### src/rtl/life_mem_arbiter.sv
// life_mem_arbiter: single-port board RAM arbiter (display > update/write round-robin) with starvation flags.
module life_mem_arbiter #(
  parameter int ADDR_W       = 9,
  parameter int STARVE_LIMIT = 15
) (
  input  logic              clk,
  input  logic              reset,
  input  logic              disp_req,
  input  logic [ADDR_W-1:0] disp_addr,
  output logic              disp_rdata,
  output logic              disp_rvalid,
  input  logic              upd_req,
  input  logic [ADDR_W-1:0] upd_addr,
  output logic              upd_gnt,
  output logic              upd_rdata,
  output logic              upd_rvalid,
  input  logic              wr_req,
  input  logic [ADDR_W-1:0] wr_addr,
  input  logic              wr_data,
  output logic              wr_gnt,
  output logic              mem_en,
  output logic              mem_we,
  output logic [ADDR_W-1:0] mem_addr,
  output logic              mem_wdata,
  input  logic              mem_rdata,
  output logic [1:0]        starve
);
  localparam int CW = $clog2(STARVE_LIMIT + 1);
  localparam logic [CW-1:0] LIM = CW'(STARVE_LIMIT);
  logic last_wr, tag_disp, tag_upd, pick_wr;
  logic [1:0] starve_q;
  logic [CW-1:0] wait_upd, wait_wr, next_upd, next_wr;
  always_comb begin
    pick_wr = wr_req & (~upd_req | ~last_wr);
    upd_gnt = ~reset & ~disp_req & upd_req & ~pick_wr;
    wr_gnt = ~reset & ~disp_req & pick_wr;
    mem_en = ~reset & (disp_req | upd_req | wr_req);
    mem_we = wr_gnt;
    mem_addr = reset ? '0 : disp_req ? disp_addr : upd_gnt ? upd_addr : wr_gnt ? wr_addr : '0;
    mem_wdata = wr_gnt & wr_data;
    next_upd = (upd_req & ~upd_gnt) ? (wait_upd == LIM ? LIM : wait_upd + CW'(1)) : '0;
    next_wr = (wr_req & ~wr_gnt) ? (wait_wr == LIM ? LIM : wait_wr + CW'(1)) : '0;
    disp_rvalid = tag_disp & ~reset;
    upd_rvalid = tag_upd & ~reset;
    disp_rdata = disp_rvalid & mem_rdata;
    upd_rdata = upd_rvalid & mem_rdata;
    starve = reset ? 2'b00 : starve_q;
  end
  always_ff @(posedge clk) begin
    if (reset) begin
      last_wr <= 1'b1;
      tag_disp <= 1'b0;
      tag_upd <= 1'b0;
      wait_upd <= '0;
      wait_wr <= '0;
      starve_q <= 2'b00;
    end else begin
      if (upd_gnt | wr_gnt) last_wr <= wr_gnt;
      tag_disp <= disp_req;
      tag_upd <= upd_gnt;
      wait_upd <= next_upd;
      wait_wr <= next_wr;
      starve_q <= {next_wr == LIM, next_upd == LIM};
    end
  end
endmodule

### config.mk
export PLATFORM = sky130hd
export DESIGN_NAME = life_mem_arbiter
export DESIGN_NICKNAME = d
export VERILOG_FILES = /design/src/rtl/life_mem_arbiter.sv
export SDC_FILE = /design/constraint.sdc
export NUM_CORES = 1
export LEC_CHECK = 0
export CORE_ASPECT_RATIO = 1.25
export CORE_MARGIN = 8
export CORE_UTILIZATION = 35
export DETAILED_ROUTE_END_ITERATION = 6
export PLACE_DENSITY = 0.78
export SETUP_SLACK_MARGIN = 0.4
export SLEW_MARGIN = 20
export SYNTH_ARGS = -nofsm -noshare
export SYNTH_HDL_FRONTEND = slang
export SYNTH_SLANG_ARGS = --single-unit
### constraint.sdc
create_clock -name clk -period 1.8 [get_ports clk]
set_input_delay 0.36 -clock clk [delete_from_list [all_inputs] [get_ports clk]]
set_output_delay 0.36 -clock clk [all_outputs]
set_load 0.05 [all_outputs]
# Word level (Yosys, flattened, before mapping)
# Index checks and enable logic that the tools add are counted.
[word_totals]
word_cells = 45
ff_bits = 13
[op_classes]
n_mux = 9
bitwise = 24
n_addsub = 2
n_eq_ne = 4
[op_table]
columns = ["operator", "count"]
rows = [
  ["$mux W9", 4],
  ["$eq A4 B4 Y1 const B", 4],
  ["$mux W4", 4],
  ["$and A1 B1 Y1", 13],
  ["$add A4 B1 Y4 const B", 2],
  ["$not A1 Y1", 7],
  ["$or A1 B1 Y1", 4],
  ["$mux W2", 1],
]

# Logic depth before layout (Yosys ltp)
# Gate-level depths: netlist of run 1.
[depth]
ltp_word = 9
ltp_mapped = 5

# Worst setup path after synthesis of run 1
# No wires, ideal clock.
[synth_path]
path_kind = "input-to-output"
from = "in reset"
to = "out mem_addr[0]"
stages = 4
path_buffers = 1
setup_slack_ns = -0.438
arrival_time_ns = 1.878
cell_sequence = "buf_2 -> nor2b_2 -> nor3b_4 -> a221o_1"
[synth_between]
elab_chain_cells = 7
[synth_lines]
columns = ["item", "line_no", "rtl"]
rows = [
  ["start, declared", "7", "input logic reset,"],
  ["$not A1 Y1", "35", "upd_gnt = ~reset & ~disp_req & upd_req & ~pick_wr;"],
  ["$and A1 B1 Y1 (3 in a row)", "35", ""],
  ["via upd_gnt", "14", "output logic upd_gnt,"],
  ["$mux W9 (3 in a row)", "39", "mem_addr = reset ? '0 : disp_req ? disp_addr : upd_gnt ? upd_addr : wr_gnt ? wr_addr : '0;"],
  ["end, declared", "23", "output logic [ADDR_W-1:0] mem_addr,"],
]
# The timed path passes the listed nets, and every way through them passes these cells.

# Worst setup path after layout of run 1
[layout_path]
from = "reg last_wr"
to = "out mem_addr[3]"
[layout_between]
elab_chain_cells = 8
[layout_lines]
columns = ["item", "line_no", "rtl"]
rows = [
  ["start, declared", "30", "logic last_wr, tag_disp, tag_upd, pick_wr;"],
  ["start signal, assigned", "58", "if (upd_gnt | wr_gnt) last_wr <= wr_gnt;"],
  ["$not A1 Y1 (*)", "34", "pick_wr = wr_req & (~upd_req | ~last_wr);"],
  ["$or A1 B1 Y1 (*)", "34", ""],
  ["$and A1 B1 Y1 (*)", "34", ""],
  ["$and A1 B1 Y1 or $not A1 Y1 (tied branches)", "36, 35", ""],
  ["$mux W9 or $and A1 B1 Y1 (tied branches)", "39, 35", ""],
  ["$mux W9 (*) (3 in a row)", "39", ""],
]
# Every way passes the cells marked *; elsewhere a longest branch is shown, timed or not.

==> results of run 1 <==
[cell families (layout without fill, tap and decap cells)]
| family | Yosys count | in the layout | synth area share (%) |
|---|---|---|---|
| adders and majority gates | 2 | 2 | 3.164 |
| DFF | 13 | 13 | 32.91 |
| buffers and inverters | 7 | 82 | 4.746 |
| AOI/OAI and AO/OA | 22 | 22 | 23.58 |
| and+or+nand+nor | 46 | 46 | 35.60 |
[final timing paths]
check	startpoint	endpoint	slack [ns]	cells past startpoint
max	last_wr	mem_addr[3]	-0.15	5
min	disp_req	tag_upd	0.42	3
max reg2reg	wait_upd[0]	starve_q[0]	0.41	4
min reg2reg	wait_wr[0]	wait_wr[0]	0.51	1
[final cells by class]
cell class / instances / share of cell area [%]
multi-input cells: 70 / 31.25
well taps: 31 / 2.110
clock buffers: 4 / 1.430
repair buffers: 76 / 50.17
flip-flops and latches: 13 / 14.64
inverters: 2 / 0.4084
[repair_timing]
item / 4_1_cts / 5_1_grt
endpoints found under the hold margin: 0 / 0
pin swaps: 9 / 5
setup buffers: 1 / 5
resized for setup: 27 / 21
endpoints found under the setup margin: 26 / 17
gates cloned: 1 / 1
[sequential cells by signal, indices dropped and copies added, names as in the netlist]
name and cells:
tag_disp 1, tag_upd 1, wait_wr 4, starve_q 2, wait_upd 4, last_wr 1
[cell usage after synthesis]
library cell	number	area, um^2
nor3b_1	3	22.52
a211oi_1	1	7.510
and2_0	9	56.30
a21boi_0	1	7.510
o21ai_0	1	5.000
dfxtp_1	13	260.3
o211ai_1	1	7.510
a311oi_2	1	15.01
a21oi_1	3	15.01
nand3b_1	1	7.510
nand2b_1	1	6.260
a221o_1	10	100.1
a21o_1	1	7.510
nor2b_2	1	8.760
nor3_1	4	20.02
nor2_1	8	30.03
ha_1	2	25.02
o31a_1	1	8.760
a31oi_1	2	12.51
buf_4	2	15.01
and2_1	4	25.02
nor3b_2	1	12.51
inv_1	2	7.510
or4_1	1	7.510
buf_2	3	15.01
and2b_1	1	7.510
nand2_1	2	7.510
nor2b_1	5	31.28
nor3b_4	1	18.77
nand3_1	4	20.02
[metal layers]
metal  part of all wire (%)  wire length [um]  global-route usage, %  up-vias
met2                     49              1676                  25.09       57
met5                      0                 0                      0        -
met1                     40              1375                  16.60      453
met3                     10               352                  5.009        2
met4                   0.50                17                  4.372        0
li1                       -                 -                      -      484
[power by group]
| group | leakage, nW | switching (W) | total (W) | internal (W) |
|---|---|---|---|---|
| combinational | 0.610 | 0.000165 | 0.000379 | 0.000214 |
| sequential | 0.108 | 0.00000627 | 0.000300 | 0.000294 |
| clock | 0.0150 | 0.0000917 | 0.000178 | 0.0000859 |
| total | 0.732 | 0.000263 | 0.000857 | 0.000594 |
[worst max-delay path: cells and delay by family, from the launching register on]
kind / cells / cell delay, ns
AOI/OAI and AO/OA: 2 / 0.61
and+or+nand+nor: 1 / 0.07
buffers and inverters: 2 / 0.29
DFF: 1 / 0.34
[per-stage QoR]
| stage | TNS [ns] | area, um^2 | setup slack (ns) |
|---|---|---|---|
| 6_report | -1.350 | 1838 | -0.1523 |
| 5_1_grt | -2.128 | 1838 | -0.2019 |
| 4_1_cts | -1.078 | 1744 | -0.1241 |
| 3_5_place_dp | -5.475 | 1669 | -0.4966 |
| 3_3_place_gp | -5.094 | 1669 | -0.4460 |
| 2_1_floorplan | -2.165 | 853.3 | -0.2406 |
==> reports/results.ini, run 1 <==
[timing]
fin_crit_sh_pct=108.5
setup_ws_ns=-0.1523
skew_ns=0.002002
whs_ns=0.4193
timing_worst_slew_pin_value_ns=0.3288
relSlewSlack_pct=77.98
hold_viol=0
slew_violations=0
setup_violations=13
clock.fmax_mhz=512.2
period_minus_slack_ns=1.952
rsz0062_at_grt=yes

[synth]
syn_avg_cell_area_um2=8.786
synth_fp_nets=126
synth_seq_cells=13
synthesis.area_um2=790.8
yosysWarnings=0
yosysUniqueCellTypes=30
ys_seq_area_share_pct=32.91
synth_cells=90

[floorplanning]
chipWidth_um=58.52
initial_core_util_pct=36.55
dieArea_um2=4046
std_cell_rows=19
pin_count=54
die_h_um=69.15
core-area_um2=2163

[critical_path]
setup.worst_path.start_class=flip-flop
max_stage_delay_ns=0.42
crit_arrival_ns=1.59
slowest_stage=a221o_2
crit_type=flip-flop to primary output
path_max_fanout=6
worstPathRequired_ns=1.44
worst_setup_path_end_kind=primary output
path_cells=a21o_1 -> nor3b_4 -> buf_6 -> a221o_2 -> buf_12

[routing]
ant_nets=0
first_pass_iters=6
drt_iter0_markers=23
vias_per_cell=5.082
vias=996
drt_wl_total_mm=3.420
routedWlPerCell_um=17.45
drcViolationCount=0

[layout]
final-seq-area_um2=269.0
fillers=104
antenna_cells=0
area_growth_syn_to_layout_pct=132.4
final_util_pct=84.96
drive_gt1_share_pct=49.09
layout_commonest_cell=clkdlybuf4s50_1
multi_input_area_um2=574.3
fin_cells=196
layout_common_cells=clkdlybuf4s50_1, buf_12, buf_4
fin_nets=202

[clocking]
ctsRootBufferMaster=clkbuf_4
cts_tree=built
cts_made_buffers=3
clk_path_buf_depth=2
cts.sinks=13
cts.clk_slew.worst_paths_ns=0.08
ctsHoldBuffers=0
worstSkewPairLatency_ns=0.27
h-tree-depth=1

[grt]
grt.overflow.total=0
grt_pass1_vias=988
grt_use_total_pct=14.78
antenna_found_initial=0
grt_pass1_wl_mm=4.816
grt_max_degree=13

[run_status]
status=finished with violations
violations=negative setup slack

[power_and_ir_drop]
p_per_area_nw_per_um2=466.3
power_w=0.0008570
p_leak_nw=0.7323
ir_drop_mv=0.5226

[place]
dp_cells=184
port_buffers=53
gp_congestion=0.7865
dp_hpwl_mm=2.696

[hold_path]
hold_path_class=input port to flip-flop

[job]
drv_cap=0

Power figures use the tool's default switching activity.
==> run 2: changes to the inputs <==
CTS_CLUSTER_SIZE = 25   (was default)
clock period = 1.9 ns   (was 1.8 ns; I/O delays follow)
==> run 2 against run 1 <==
Against the previous run: the flow still finishes with violations (negative setup slack); final cell count increased by 0.51%; register-to-register slack hardly changed; flip-flop and latch count unchanged; non-clock buffer count is 1 higher; sequential share of layout area fell by 0.20 points; worst hold slack better by 0.069 ns; count of clock-buffer cells in the layout did not move; die area unchanged; first-iteration DRC count down 52%; largest power group unchanged.
==> reports/results.ini, run 2 (same netlist as run 1, synthesis figures left out) <==
[layout]
antenna_cells=0  ; unchanged
multi_input_area_um2=570.5  ; -0.65%
layout_common_cells=clkdlybuf4s50_1, buf_12, buf_4
layout_commonest_cell=clkdlybuf4s50_1
reg_top3=wait_upd (4), wait_wr (4), starve_q (2)
fillers=107  ; +2.9%
area_growth_syn_to_layout_pct=135.6
final-seq-area_um2=269.0  ; unchanged
fin_nets=203  ; +0.50%
drive_gt1_share_pct=47.59  ; -1.5 points

[critical_path]
startpoint=last_wr
worst_path_most_repeated_cell=buf_12
max_stage_delay_ns=0.35  ; -0.07 ns
crit_family=simple AND/OR/NAND/NOR gates
crit_arrival_ns=1.56  ; -0.03 ns
worstPathRequired_ns=1.52  ; +0.08 ns
critPathBufInv=2  ; unchanged
worst_setup_path_end_kind=primary output
r2r-start=wait_upd[1]
setup.worst_path.start_class=flip-flop
crit_type=flip-flop to primary output
path_cells=and2b_2 -> nor3b_4 -> buf_12 -> a221o_2 -> buf_12
rrSetupSlack_ns=0.41  ; about the same
slowest_stage=dfxtp_2
timing.rr.end=starve_q[0]
r2r_cells=4  ; unchanged
path_max_fanout=10  ; +4

[run_status]
violations=negative setup slack
status=finished with violations

[hold_path]
holdCritStartpoint=reset
hold_depth=3  ; unchanged
hold_end=tag_disp
hold_path_class=input port to flip-flop

[timing]
setup_violations=9  ; -4
setup_ws_ns=-0.04004  ; +0.1123 ns
rsz0062_at_grt=yes
relSlewSlack_pct=85.00  ; +7.0 points
period_minus_slack_ns=1.940
skew_ns=0.002188  ; +0.0001861 ns
hold_viol=0  ; unchanged
clock.fmax_mhz=515.5
whs_ns=0.4878  ; +0.06852 ns
slew_violations=0  ; unchanged
fin_tns_setup_ns=-0.2697  ; +1.080 ns
fin_crit_sh_pct=102.1
timing_worst_slew_pin_value_ns=0.2245  ; -0.1043 ns

[routing]
vias_per_cell=5.147  ; +1.3%
first_pass_iters=4  ; -2
drcViolationCount=0  ; unchanged
routedWlPerCell_um=17.90  ; +2.6%
vias=1014  ; +1.8%
drt_iter0_markers=11  ; -52%
ant_nets=0  ; unchanged
drt_wl_total_mm=3.527  ; +3.1%

[clocking]
ctsRootBufferMaster=clkbuf_4
cts_tree=built
worstSkewPairLatency_ns=0.26  ; about the same
cts.sinks=13  ; unchanged
ctsHoldBuffers=0  ; unchanged
cts_made_buffers=3  ; unchanged
cts.clk_slew.worst_paths_ns=0.07  ; about the same
h-tree-depth=1  ; unchanged
clk_path_buf_depth=2  ; unchanged

[power_and_ir_drop]
power_w=0.0008104  ; -5.4%
power_frac_seq_pct=34.9  ; -0.2 points
power_switching_w=0.0002444  ; -7.2%
p_comb_share_pct=45.2  ; +1.0 points
p_per_area_nw_per_um2=435.0  ; -6.7%
switching_share_pct=30.16  ; -0.58 points
clock_power_share_pct=19.9  ; -0.8 points
internal_power_w=0.0005660  ; -4.7%
p_leak_nw=0.7428  ; +1.4%
ir_drop_mv=0.4010  ; -23%

[grt]
grt_use_total_pct=14.98  ; +0.20 points
grt.overflow.total=0  ; unchanged
grt_pass1_wl_mm=4.892  ; +1.6%
grt_max_degree=13  ; unchanged
antenna_found_initial=0  ; unchanged
grt_pass1_vias=998  ; +1.0%

[floorplanning]
core-area_um2=2163  ; unchanged
die_h_um=69.15  ; unchanged
std_cell_rows=19  ; unchanged
initial_core_util_pct=36.55  ; unchanged
dieArea_um2=4046  ; unchanged
chipWidth_um=58.52  ; unchanged
pin_count=54  ; unchanged

[place]
gp_congestion=0.7720  ; -1.8%
dp_hpwl_mm=2.589  ; -4.0%
port_buffers=53  ; unchanged

[job]
drv_cap=0  ; unchanged

-- run 2: cell types whose count changed in the layout (fill, tap and decap cells not counted), sizes merged --
cell,previous run,this run
buf,44,47
clkbuf,7,4
clkdlybuf4s15,0,1
-- run 2: worst max path at each step --
| stage | cells past startpoint | to | slack (ns) |
|---|---|---|---|
| after floorplan | 4 | mem_addr[0] | -0.18 |
| after global placement | 6 | mem_addr[1] | -0.36 |
| after detailed placement | 6 | mem_addr[6] | -0.42 |
| after CTS | 5 | mem_addr[5] | -0.05 |
| after global routing | 5 | mem_addr[5] | -0.09 |
| final | 5 | mem_addr[5] | -0.04 |
-- run 2: what timing repair did --
action,4_1_cts,5_1_grt
gates cloned,1,0
gates resized for setup,39,10
endpoints found under the setup margin,21,17
pin swaps,9,13
buffers inserted,4,5
-- run 2: through the flow --
stage	utilization [%]	instances	instance area, um^2	worst slack, ns
after floorplan	-	90	853.3	-0.1806
final	86.12	197	1863	-0.04004
after global placement	77.39	183	1674	-0.3557
after CTS	82.94	192	1794	-0.04701
after detailed placement	77.39	183	1674	-0.4178
after global routing	86.12	197	1863	-0.09237
-- run 2: area by class of cell --
| cell class | count | share of cell area (%) |
|---|---|---|
| Clock buffer | 4 | 1.410 |
| Inverter | 2 | 0.4030 |
| Multi-Input combinational cell | 70 | 30.62 |
| Sequential cell | 13 | 14.44 |
| Tap cell | 31 | 2.082 |
| Timing Repair Buffer | 77 | 51.04 |
-- run 2: worst reg2reg max path: cells and delay by family (launching register included) --
family,cells,cell delay [ns]
AO/OA/AOI/OAI,1,0.25
adder cells (fa/ha/maj),1,0.27
buffers and inverters,1,0.03
flip-flops,1,0.36
AND/OR/NAND/NOR,1,0.50
-- run 2: power by group through the flow --
stage / clock network (W) / logic [W] / registers [W]
after global routing: 0.000176 / 0.000382 / 0.000284
final: 0.000162 / 0.000366 / 0.000283
after floorplan: 0 / 0.000145 / 0.000289
after CTS: 0.000164 / 0.000350 / 0.000285
after detailed placement: 0 / 0.000331 / 0.000291
after global placement: 0 / 0.000325 / 0.000290
-- run 2: metal layers --
layer	vias to the layer above	global-route usage, %	wire [um]
li1	485	-	-
met1	472	15.38	1405
met2	51	27.06	1748
met3	6	4.638	316
met4	0	5.191	56
met5	-	0	0
